[src/rtl/systolic_feed_ctrl_pkg.sv]
// Shared definitions for the systolic feed path: sequencer states, default
// array geometry and counter-width helpers.
package systolic_pkg;

  localparam int DEFAULT_DIM   = 8;
  localparam int DEFAULT_DEPTH = 8;

  typedef enum logic [2:0] {
    IDLE,
    LOAD,
    FEED,
    DRAIN,
    DONE
  } feed_state_t;

  // Feed counter must reach DIM+DEPTH-2.
  function automatic int cnt_width(input int dim, input int depth);
    return $clog2(dim + depth);
  endfunction

  // A zero-length drain still needs a legal 1-bit counter.
  function automatic int drain_width(input int drain_cycles);
    return (drain_cycles > 0) ? $clog2(drain_cycles + 1) : 1;
  endfunction

endpackage

[src/rtl/systolic_feed_ctrl_if.sv]
// Control/handshake bundle between the requester and the feed sequencer.
interface systolic_feed_ctrl_if
  import systolic_pkg::*;
#(
  parameter int DIM = DEFAULT_DIM
) ();

  logic           start;
  logic           clr;
  logic           stall;
  logic [DIM-1:0] wr_en;
  logic [DIM-1:0] en;
  logic [DIM-1:0] vld;
  logic           busy;
  logic           done;

  modport master (
    output start, clr, stall,
    input  wr_en, en, vld, busy, done
  );

  modport slave (
    input  start, clr, stall,
    output wr_en, en, vld, busy, done
  );

endinterface

[src/rtl/systolic_feed_ctrl_window_dec.sv]
// Skewed lane window: lane i is open while i <= cnt <= i+DEPTH-1.
// Shared with the result collector, which uses the same skew.
module feed_window_dec
  import systolic_pkg::*;
#(
  parameter  int DIM   = DEFAULT_DIM,
  parameter  int DEPTH = DEFAULT_DEPTH,
  localparam int CW    = cnt_width(DIM, DEPTH)
) (
  input  logic           active,
  input  logic [CW-1:0]  cnt,
  output logic [DIM-1:0] win
);

  logic [31:0] cnt_ext;

  assign cnt_ext = 32'(cnt);

  // NOTE: every always_comb output gets a default first so no path can infer a latch.
  always_comb begin
    win = '0;
    for (int i = 0; i < DIM; i++) begin
      win[i] = active && (cnt_ext >= 32'(i)) && (cnt_ext <= 32'(i + DEPTH - 1));
    end
  end

endmodule

[src/rtl/systolic_feed_ctrl.sv]
// Sequencer for the transpose FIFO bank: bulk load, staggered per-lane shift,
// stall-aware drain, then a one-cycle done pulse.
module systolic_feed_ctrl
  import systolic_pkg::*;
#(
  parameter int DIM          = DEFAULT_DIM,
  parameter int DEPTH        = DEFAULT_DEPTH,
  parameter int DRAIN_CYCLES = 8
) (
  input logic                 clk,
  input logic                 rst_n,
  systolic_feed_ctrl_if.slave bus
);

  localparam int CW = cnt_width(DIM, DEPTH);
  localparam int DW = drain_width(DRAIN_CYCLES);
  localparam logic [CW-1:0] CNT_LAST   = CW'(DIM + DEPTH - 2);
  localparam logic [DW-1:0] DRAIN_LAST = DW'((DRAIN_CYCLES > 0) ? DRAIN_CYCLES - 1 : 0);

  feed_state_t    state, state_nxt;
  logic [CW-1:0]  cnt;
  logic [DW-1:0]  drain_cnt;
  logic           feed_last;
  logic           drain_last;
  logic [DIM-1:0] win;

  assign feed_last  = (state == FEED)  && !bus.stall && (cnt == CNT_LAST);
  assign drain_last = (state == DRAIN) && !bus.stall && (drain_cnt == DRAIN_LAST);

  // NOTE: sequential state uses non-blocking assignments so every flop samples pre-edge values.
  always_ff @(posedge clk or negedge rst_n) begin
    if (!rst_n) state <= IDLE;
    else        state <= state_nxt;
  end

  always_comb begin
    state_nxt = state;
    if (bus.clr) begin
      state_nxt = IDLE;
    end else begin
      unique case (state)
        IDLE:    if (bus.start) state_nxt = LOAD;
        LOAD:    state_nxt = FEED;
        FEED:    if (feed_last) state_nxt = (DRAIN_CYCLES == 0) ? DONE : DRAIN;
        DRAIN:   if (drain_last) state_nxt = DONE;
        DONE:    state_nxt = IDLE;
        default: state_nxt = IDLE;
      endcase
    end
  end

  // Counters rest at zero outside their state, so each entry starts clean.
  always_ff @(posedge clk or negedge rst_n) begin
    if (!rst_n) begin
      cnt       <= '0;
      drain_cnt <= '0;
    end else if (bus.clr) begin
      cnt       <= '0;
      drain_cnt <= '0;
    end else begin
      if (state != FEED || feed_last) cnt <= '0;
      else if (!bus.stall)            cnt <= cnt + 1'b1;

      if (state != DRAIN || drain_last) drain_cnt <= '0;
      else if (!bus.stall)              drain_cnt <= drain_cnt + 1'b1;
    end
  end

  feed_window_dec #(
    .DIM   (DIM),
    .DEPTH (DEPTH)
  ) u_win (
    .active (state == FEED),
    .cnt    (cnt),
    .win    (win)
  );

  // Shift/valid follow the live stall; everything else is a pure state decode.
  always_comb begin
    bus.en    = win & {DIM{!bus.stall}};
    bus.vld   = win & {DIM{!bus.stall}};
    bus.wr_en = (state == LOAD) ? '1 : '0;
    bus.busy  = (state == LOAD) || (state == FEED) || (state == DRAIN);
    bus.done  = (state == DONE);
  end

endmodule

[src/flat_wrapper.sv]
// flat-port wrapper written by rule: the top's interface ports become plain ports
module systolic_feed_ctrl_flat import systolic_pkg::*;
#(
  parameter int DIM          = DEFAULT_DIM,
  parameter int DEPTH        = DEFAULT_DEPTH,
  parameter int DRAIN_CYCLES = 8
)
  (clk, rst_n, bus_start, bus_clr, bus_stall, bus_wr_en, bus_en, bus_vld, bus_busy, bus_done);
  systolic_feed_ctrl_if #(.DIM(DIM)) bus_i ();
  input logic clk;
  input logic rst_n;
  input wire logic [$bits(bus_i.start)-1:0] bus_start;
  input wire logic [$bits(bus_i.clr)-1:0] bus_clr;
  input wire logic [$bits(bus_i.stall)-1:0] bus_stall;
  output wire logic [$bits(bus_i.wr_en)-1:0] bus_wr_en;
  output wire logic [$bits(bus_i.en)-1:0] bus_en;
  output wire logic [$bits(bus_i.vld)-1:0] bus_vld;
  output wire logic [$bits(bus_i.busy)-1:0] bus_busy;
  output wire logic [$bits(bus_i.done)-1:0] bus_done;
  assign bus_i.start = bus_start;
  assign bus_i.clr = bus_clr;
  assign bus_i.stall = bus_stall;
  assign bus_wr_en = bus_i.wr_en;
  assign bus_en = bus_i.en;
  assign bus_vld = bus_i.vld;
  assign bus_busy = bus_i.busy;
  assign bus_done = bus_i.done;
  systolic_feed_ctrl #(.DIM(DIM), .DEPTH(DEPTH), .DRAIN_CYCLES(DRAIN_CYCLES)) u_core (.clk(clk), .rst_n(rst_n), .bus(bus_i));
endmodule
[config.mk]
export PLATFORM = sky130hd
export DESIGN_NAME = systolic_feed_ctrl_flat
export DESIGN_NICKNAME = d
export VERILOG_FILES = /design/src/rtl/systolic_feed_ctrl_pkg.sv /design/src/rtl/systolic_feed_ctrl_if.sv /design/src/rtl/systolic_feed_ctrl_window_dec.sv /design/src/rtl/systolic_feed_ctrl.sv /design/src/flat_wrapper.sv
export SDC_FILE = /design/constraint.sdc
export NUM_CORES = 1
export LEC_CHECK = 0
export ABC_CLOCK_PERIOD_IN_PS = 1800
export BUFFER_PORTS_ARGS = -buffer_cell sky130_fd_sc_hd__buf_2
export CAP_MARGIN = 10
export CORE_UTILIZATION = 46
export CTS_BUF_LIST = sky130_fd_sc_hd__clkbuf_2
export CTS_CLUSTER_SIZE = 40
export DETAILED_ROUTE_END_ITERATION = 6
export GPL_TIMING_DRIVEN = 0
export PLACE_DENSITY = 0.84
export SLEW_MARGIN = 20
export SYNTH_ARGS = -nofsm -noshare
export SYNTH_HDL_FRONTEND = slang
export SYNTH_SLANG_ARGS = --single-unit
[constraint.sdc]
create_clock -name clk -period 1.8 [get_ports clk]
set_input_delay 0.27 -clock clk [delete_from_list [all_inputs] [get_ports clk]]
set_output_delay 0.27 -clock clk [all_outputs]
set_load 0.1 [all_outputs]
==> results of run 1 <==
cell families after synthesis:
| group | synth area share (%) |
|---|---|
| xor gates and xnor gates | 2.90 |
| adders and majority gates | 6.91 |
| buffers and inverters | 17.8 |
| DFF | 30.4 |
| and+or+nand+nor | 24.0 |
| AOI/OAI and AO/OA | 18.0 |
stage by stage:
step	worst slack, ps	setup TNS (ps)	utilization [%]	hold WS, ps
floorplan	-902	-15320	-	-25.6
global placement	-497	-4290	68.2	148
detailed placement	-534	-4800	68.2	150
==> results.cfg, run 1 <==
[logic_synthesis]
seq_area_frac_synth_pct = 30.4
synth.distinct_cells = 32
synth_edf_count = 0
netlist_instances = 111
synth_common_cells = buf_4 (17), nor2_1 (12), dfrtp_1 (11)
synth-async-reset-ratio_pct = 100
ys_warn_count = 0
netlist_area_um2 = 906
synth_top_cell_area_share_pct = 30.4
synth.most_common_cell = buf_4
syn_avg_cell_area_um2 = 8.16
yosys.area.top_type = dfrtp_1
synth_seq_cells = 11
synth_flop_cell = dfrtp_1
postSynthNetCount = 121
synth_area_leaders = dfrtp_1 (30%), buf_4 (14%), ha_1 (6.9%), a21oi_1 (5.5%), nor2_1 (5.0%)

[floorplanning]
initial_utilization_pct = 50.8
die_w_um = 46.4
die_y_um = 46.4
rows = 15
boundaryPins = 31

[placement]
dp_hpwl_mm = 1.68
port_buffers = 30
placed_cell_area_mm2 = 0.00122
gp_congestion = 0.856
placed_cells = 166

[run_status]
tool.error = [ERROR DPL-0033] detailed placement checks failed during check placement.
status = aborted with a tool error
lastStage = clock tree synthesis (4_1_cts)

[clock_network]
clock_path_buffers = 2
cts_buffers = 3
post_cts_buffers = 13
cts_sinks = 11
cts_root_buf = clkbuf_2
cts_max_level = 1
cts_resized = 105
ctsHoldBuffers = 1
==> inputs of run 2 (changes only) <==
--- a/config.mk
+++ b/config.mk
@@ -5,15 +5,14 @@
 export SDC_FILE = /design/constraint.sdc
 export NUM_CORES = 1
 export LEC_CHECK = 0
-export ABC_CLOCK_PERIOD_IN_PS = 1800
+export ABC_CLOCK_PERIOD_IN_PS = 2300
 export BUFFER_PORTS_ARGS = -buffer_cell sky130_fd_sc_hd__buf_2
 export CAP_MARGIN = 10
-export CORE_UTILIZATION = 46
-export CTS_BUF_LIST = sky130_fd_sc_hd__clkbuf_2
-export CTS_CLUSTER_SIZE = 40
+export CORE_AREA = 2 2 63 65
 export DETAILED_ROUTE_END_ITERATION = 6
+export DIE_AREA = 0 0 65 67
 export GPL_TIMING_DRIVEN = 0
-export PLACE_DENSITY = 0.84
+export PLACE_DENSITY_LB_ADDON = 0.15
 export SLEW_MARGIN = 20
 export SYNTH_ARGS = -nofsm -noshare
 export SYNTH_HDL_FRONTEND = slang
==> constraint.sdc (replaced) <==
create_clock -name clk -period 2.3 [get_ports clk]
set_input_delay 0.345 -clock clk [delete_from_list [all_inputs] [get_ports clk]]
set_output_delay 0.345 -clock clk [all_outputs]
set_load 0.1 [all_outputs]
==> run 2 against run 1 <==
Compared with the run above:
- the flow now finishes, with violations (setup timing)
- synthesized cell count stayed put
- synthesized area stayed put
==> results.cfg, run 2 <==
[final_layout]
final_nets = 164
final_util_pct = 41.5
diodes = 0
top_regs = u_core.cnt (4), u_core.drain_cnt (4), u_core.state (3)
mostFrequentLayoutCells = buf_4 (23), buf_2 (16), buf_12 (10), nand2_1 (9), dfrtp_1 (9)
syn2layout_area_growth_pct = 65.3
final_common_cell = buf_4
fill_cells = 363
drive_gt1_share_pct = 47.1

[floorplanning]
initial_utilization_pct = 25.1
core-area_mm2 = 0.00361
rows = 22
boundaryPins = 31
die-area_mm2 = 0.00436
die_y_um = 67
die_w_um = 65

[critical_path]
start_kind = register
path_max_fanout = 5
regToRegSetupSlack_ps = 440
critPathRequiredTime_ps = 1960
criticalPathCategory = register to primary output
worstPathArrival_ps = 1960
cp-end-kind = primary output

[timing]
slew_violations = 0
setup_violations = 1
finalHoldViolCount = 0
grt_setup_unrepaired = true
fin_crit_ps = 2310
hold_slack_ps = 275
fin_setup_tns_ps = -5.94
fin_ws_ps = -5.94
worst_slew_margin_rel_pct = 67.5
worst_pin_slew_ps = 491
post-route-period-util_pct = 100
clock_skew_ps = 6.15
max_freq_ghz = 0.434

[logic_synthesis]
synth_edf_count = 0
seq_area_frac_synth_pct = 30.4
synth_flop_cell = dfrtp_1
yosys.area.top_type = dfrtp_1
ys_warn_count = 0
synth_top_cell_area_share_pct = 30.4
netlist_instances = 111
synth.most_common_cell = buf_4
synth_common_cells = buf_4 (17), nor2_1 (12), dfrtp_1 (11)
synth-async-reset-ratio_pct = 100
syn_avg_cell_area_um2 = 8.16
synth_area_leaders = dfrtp_1 (30%), buf_4 (14%), ha_1 (6.9%), a21oi_1 (5.5%), nor2_1 (5.0%)
netlist_area_um2 = 906
postSynthNetCount = 121
synth.distinct_cells = 32
synth_seq_cells = 11

[global_route]
antenna_found_initial = 0
grt_max_degree = 12
grt_use_total_pct = 11.3
grt_overflow_total = 0
grt_pass1_wl_mm = 3.82
grt_pass1_vias = 859

[drt]
drcViolationCount = 0
routed_wl_mm = 2.43
drtIter0Drc = 23
wl_per_cell_um = 12.1
dr.pass1.iters = 4
num_vias = 922
viasPerCell = 4.59
ant_nets = 0

[run_status]
status = finished, violations left
violations = setup timing

[flow_run]
maxCapViolCount = 0

[clock_network]
cts_buffers = 3
cts_sinks = 11
insertion_delay_ps = 240
tritoncts = yes
clkSlewWorstSetupHoldPaths_ps = 50
clock_path_buffers = 2
cts_root_buf = clkbuf_8
cts_max_level = 1

[power_and_ir_drop]
total_power_mw = 0.717
power_density_mw_per_mm2 = 479
peakVddDrop_uv = 299
leakage_nw = 0.645

[placement]
gp_congestion = 0.765
dp_hpwl_mm = 1.71
port_buffers = 30
pre_cts_slack_ps = -153

[worst_hold_path]
hp-class = primary input to register
## run 2: area by class of cell
class                   instances  area (um^2)  area share (%)
well taps                      48         60.1            4.01
repair buffers                 38          343            22.9
inverters                       6         22.5            1.50
plain buffers                  20          208            13.9
clock buffers                   4         45.0            3.01
flip-flops and latches         11          278            18.5
multi-input cells              74          542            36.2
## run 2: logic make-up after synthesis
| kind of cell | count (synthesis) | synth area share (%) |
|---|---|---|
| AND/OR/NAND/NOR | 41 | 24.0 |
| XOR/XNOR | 3 | 2.90 |
| buffers and inverters | 26 | 17.8 |
| adder cells (fa/ha/maj) | 5 | 6.91 |
| AO/OA/AOI/OAI | 25 | 18.0 |
| flip-flops | 11 | 30.4 |
## run 2: repair_timing
| item | in CTS | in global routing |
|---|---|---|
| gates resized for setup | 24 | 15 |
| hold buffers | 1 | 0 |
| setup buffers | 6 | 0 |
| pin swaps | 1 | 0 |
| endpoints found under the setup margin | 16 | 17 |
| gates cloned | 1 | 0 |
| endpoints found under the hold margin | 11 | 0 |
## run 2: final timing paths
check	depth (start not counted)	startpoint	end
min in group asynchronous	2	rst_n	u_core.state[2]$_DFFE_PN0P_
min	2	bus_clr	u_core.state[1]$_DFFE_PN0P_
max	5	u_core.state[2]$_DFFE_PN0P_	bus_en[7]
max in group asynchronous	2	rst_n	u_core.cnt[0]$_DFFE_PN0P_
max reg2reg	5	u_core.state[2]$_DFFE_PN0P_	u_core.cnt[2]$_DFFE_PN0P_
min reg2reg	2	u_core.drain_cnt[3]$_DFFE_PN0P_	u_core.drain_cnt[3]$_DFFE_PN0P_
## run 2: critical path, cell delays in order, from the launching register on
cell and delay (ps):
dfrtp_1 380, or4b_4 560, buf_12 170, a311oi_4 260, buf_4 180, buf_12 160
## run 2: power breakdown
part | internal (mW) | switching (mW)
logic | 0.0805 | 0.236
registers | 0.199 | 0.00403
clock network | 0.122 | 0.0744
## run 2: per-stage QoR
stage | instance area [um^2] | cells
5_1_grt | 1500 | 201
4_1_cts | 1450 | 201
3_3_place_gp | 1240 | 189
2_1_floorplan | 1030 | 111
3_5_place_dp | 1240 | 189
6_report | 1500 | 201
## run 2: routing by layer
layer  part of all wire (%)  vias up  GRT usage, %
li1                       -      458             -
met1                     47      440          14.0
met2                     48       19          20.1
met3                    3.1        5          1.01
met4                    1.6        0          4.79
met5                      0        -             0
No activity file was read; power rests on OpenSTA's default activity.
